**src/rtl/bcd_down_counter.sv**
```systemverilog
// bcd_down_counter: multi-digit BCD countdown counter / programmable interval timer
//   Loads a BCD preset, decrements once per enabled cycle with digit borrow
//   (x0 -> x9) and flags expiry at zero.
//   Optional feature macro: BCD_AUTORELOAD_EN. When it is defined, the counter
//   reloads the last accepted preset on the first enabled cycle after expiry.
//   Ports:
//     Clock  in   rising-edge clock
//     Resetn in   asynchronous active-low reset
//     Load   in   load preset D (priority over E)
//     D      in   preset, digit 0 in D[3:0]
//     E      in   count enable
//     BCD    out  current count, digit 0 in BCD[3:0]
//     Busy   out  1 while counting (state RUN)
//     Zero   out  combinational BCD == 0
//     TC     out  registered 1-cycle pulse when the count reaches 0
//     Err    out  registered 1-cycle pulse when a Load is rejected
module bcd_down_counter #(
    parameter int DIGITS = 2
) (
    input  logic                Clock,
    input  logic                Resetn,
    input  logic                Load,
    input  logic [4*DIGITS-1:0] D,
    input  logic                E,
    output logic [4*DIGITS-1:0] BCD,
    output logic                Busy,
    output logic                Zero,
    output logic                TC,
    output logic                Err
);
    typedef enum logic [1:0] {IDLE, RUN, EXPIRED} state_t;
    localparam logic [4*DIGITS-1:0] one = {{(4*DIGITS-1){1'b0}}, 1'b1};
    state_t state;
    logic [4*DIGITS-1:0] dec;
    logic [DIGITS-1:0] lz, ok;
`ifdef BCD_AUTORELOAD_EN
    logic [4*DIGITS-1:0] reload;
`endif
    // lz[i]: every digit below i is zero, so digit i takes the borrow
    for (genvar i = 0; i < DIGITS; i++) begin : g_dig
        if (i == 0) begin : g_lsd
            assign lz[i] = 1'b1;
        end else begin : g_up
            assign lz[i] = lz[i-1] & (BCD[4*i-4 +: 4] == 4'd0);
        end
        assign dec[4*i +: 4] = !lz[i] ? BCD[4*i +: 4] :
                               (BCD[4*i +: 4] == 4'd0) ? 4'd9 : BCD[4*i +: 4] - 4'd1;
        assign ok[i] = D[4*i +: 4] <= 4'd9;
    end
    assign Zero = BCD == '0;
    assign Busy = state == RUN;
    always_ff @(posedge Clock or negedge Resetn) begin
        if (!Resetn) begin
            BCD   <= '0;
            state <= IDLE;
            TC    <= 1'b0;
            Err   <= 1'b0;
`ifdef BCD_AUTORELOAD_EN
            reload <= '0;
`endif
        end else begin
            TC  <= 1'b0;
            Err <= 1'b0;
            if (Load) begin
                if (&ok) begin
                    BCD   <= D;
                    state <= (D == '0) ? EXPIRED : RUN;
`ifdef BCD_AUTORELOAD_EN
                    reload <= D;
`endif
                end else begin
                    Err <= 1'b1;
                end
            end else if (E && state == RUN) begin
                BCD <= dec;
                if (BCD == one) begin
                    state <= EXPIRED;
                    TC    <= 1'b1;
                end
            end
`ifdef BCD_AUTORELOAD_EN
            // a zero reload value would give a zero-length period, so stay expired
            else if (E && state == EXPIRED && reload != '0) begin
                BCD   <= reload;
                state <= RUN;
            end
`endif
        end
    end
endmodule

```
**config.mk**
```make
export PLATFORM = sky130hd
export DESIGN_NAME = bcd_down_counter
export DESIGN_NICKNAME = d
export VERILOG_FILES = /design/src/rtl/bcd_down_counter.sv
export SDC_FILE = /design/constraint.sdc
export NUM_CORES = 1
export LEC_CHECK = 0
export CAP_MARGIN = 20
export CORE_MARGIN = 4
export CORE_UTILIZATION = 35
export CTS_CLUSTER_SIZE = 20
export DETAILED_ROUTE_END_ITERATION = 16
export GPL_TIMING_DRIVEN = 1
export MAX_ROUTING_LAYER = met4
export PLACE_DENSITY_LB_ADDON = 0.3
export SLEW_MARGIN = 10
export SYNTH_ARGS = -nofsm -noshare
export SYNTH_HDL_FRONTEND = slang
export SYNTH_SLANG_ARGS = --single-unit
```
**constraint.sdc**
```tcl
create_clock -name Clock -period 1.5 [get_ports Clock]
set_input_delay 0.225 -clock Clock [delete_from_list [all_inputs] [get_ports Clock]]
set_output_delay 0.225 -clock Clock [all_outputs]
set_load 0.01 [all_outputs]
```
==> metrics, run 1 <==
synthesized flop and latch total 12; via count 822; initial antenna violation count 0; DRC viols 0; Die H 52.7 um; Starting Density 0.389; htree depth 1; final worst slack -0.0520 ns; max-slew violation count 0; critical path arrival around 1.3 ns; Max IR drop VDD ~0.64 mV; largest net degree at the start of global routing 13; final WL 2310 um; Inserted Diodes 0; routed wire length per instance about 15 um; final total power about 1300 uW; remaining antenna violation count 0; Synth cell types 35; Post-synth EDFFs 0; failing checks negative setup slack; final clock skew 0.00963 ns; Yosys top cell by area dfrtp_1; Setup TNS -0.0520 ns; RSZ-0062 raised after global routing yes; clk root buf clkbuf_4; CTS Buf Count 3; leakage between 0.0005 and 0.0006 uW; Final Hold Viols 0; cell area after layout ~1300 um2; Die Wd 52.7 um; core area 1800 um2; synth cell count leaders 12 x dfrtp_1, 7 x nor2_1, 5 x nor3_1; maximum buffer depth of the clock tree 2; status complete, but fails checks; Setup violations, final 1; GRT Overall Usage 0.182; initial DRC count 8; max cap viols 0; Pwr Density 1000 nW/um2; minimum clock period approximately 1.6 ns; gp weighted congestion 0.894; Reg clk slew, reported paths 0.09 ns; Synth top area share 0.429; total gr overflow 0; post-synthesis cell count 74; cell area after synthesis 701 um2; Max Freq 644 MHz; DR pass1 iterations 4; crit path launch type flip-flop; Slew @ Worst Pin around 0.42 ns; Post-Layout Cell Count 155; CTS tree yes; Post-DP Area about 1100 um2; Mapped Nets 86; Final HPWL DP 1690 um; synthesis warning total 0; Placed Cells approximately 150; required time of the critical path 1.27 ns; leading post-synthesis cells by cell area dfrtp_1 43%, nor2_1 3.8%, nor3_1 3.6%; Nets 143; vias in the first global route 823; share of layout cells above drive strength 1 0.400; most frequent cell after synthesis dfrtp_1; via density per instance between 5 and 6; top fanout value on the critical path 2; Tcrit/Tclk final 1.03; Hold Path Class input pin to async pin; I/O Buffers 23; CP endpoint kind primary output; Primary FF master, synth dfrtp_1; Worst-Skew Late Latency 0.29 ns; post-layout util 0.704; FP Rows 15; syn_area_per_cell 9.47 um2; Crit Path Class flip-flop to primary output; area grow syn2layout 81.1%; first-pass GRT wire length 3550 um; async set-reset flop share out of synthesis 1.00; post-synthesis sequential area ratio 0.429; Die Area 2780 um2; I/O pins 24; Rel. slew slack 0.720; clk sinks 12
## power by group
part	total (uW)	leakage [uW]	switching, uW	internal [uW]
Sequential	419	0.000140	36.2	383
Combinational	582	0.000385	277	305
Clock	272	0.0000210	124	148
## kinds of logic after synthesis
group                  share of synthesized area
multiplexers                              0.0143
AO/OA/AOI/OAI                              0.239
flip-flops                                 0.429
XOR/XNOR                                  0.0125
buffers and inverters                     0.0339
AND/OR/NAND/NOR                            0.271
## per-stage QoR
step | hold slack, ns | setup WS [ns]
after floorplan | -0.0706 | 0.112
after global placement | 0.515 | -0.207
after detailed placement | 0.526 | -0.228
after CTS | 0.233 | -0.0743
after global routing | 0.238 | -0.147
final | 0.227 | -0.0520
## what timing repair did
item / in CTS / in global routing
resized for setup: 15 / 9
setup endpoints to repair: 10 / 6
setup buffers: 3 / 3
hold buffers: 0 / 0
pin swaps: 1 / 10
## critical path, stage by stage (launching register included)
cell	delay, ns
dfrtp_1	0.41
nor3_2	0.22
nand3b_1	0.14
nor3_2	0.11
buf_2	0.15
## state kept, by name, indices dropped and copies added, names as in the netlist
| signal | cells |
|---|---|
| TC | 1 |
| Err | 1 |
| BCD | 8 |
| state | 2 |
## area by class of cell
type | instances | area [um2]
clock buffer | 4 | 36.3
fill | 147 | 533
inverter | 2 | 7.51
multi-input combinational | 57 | 433
sequential | 12 | 302
tap | 25 | 31.3
timing repair buffer | 55 | 459
## final timing paths
kind | from | to | slack (ns) | cells past startpoint
min in group Clock | state[0] | state[0] | 0.55 | 2
max in group asynchronous | Resetn | BCD[0] | 1.10 | 2
setup / recovery | BCD[4] | Zero | -0.05 | 4
hold reg to reg | state[0] | state[0] | 0.55 | 2
setup reg to reg | state[1] | BCD[7] | 0.06 | 5
hold / removal | Resetn | BCD[4] | 0.23 | 2
## routing by layer
layer	up-vias	track usage	wire length, um
li1	397	-	-
met1	398	0.203	953
met2	22	0.300	1200
met3	5	0.0627	128
met4	0	0.0681	24
met5	-	-	0
## layout by cell type (no fill, tap or decap), types with 2 or more instances in the layout
master,count
a21oi_1,2
a21oi_2,2
buf_4,31
clkbuf_4,3
clkdlybuf4s50_1,14
dfrtp_1,11
dlygate4sd2_1,8
inv_1,2
nand2_1,3
nand2b_1,2
nand3_1,4
nand3b_1,3
nor2_1,6
nor3_1,4
nor3_2,2
nor4_1,2
o21ai_0,2
o21ai_1,2
o221a_2,2
(Power assumes the default switching activity.)
==> inputs of run 2 (changes only) <==
- SLEW_MARGIN: 10 -> unset
==> results of run 2 <==
The final DEF is identical to that of run 1; final timing and power are the same.
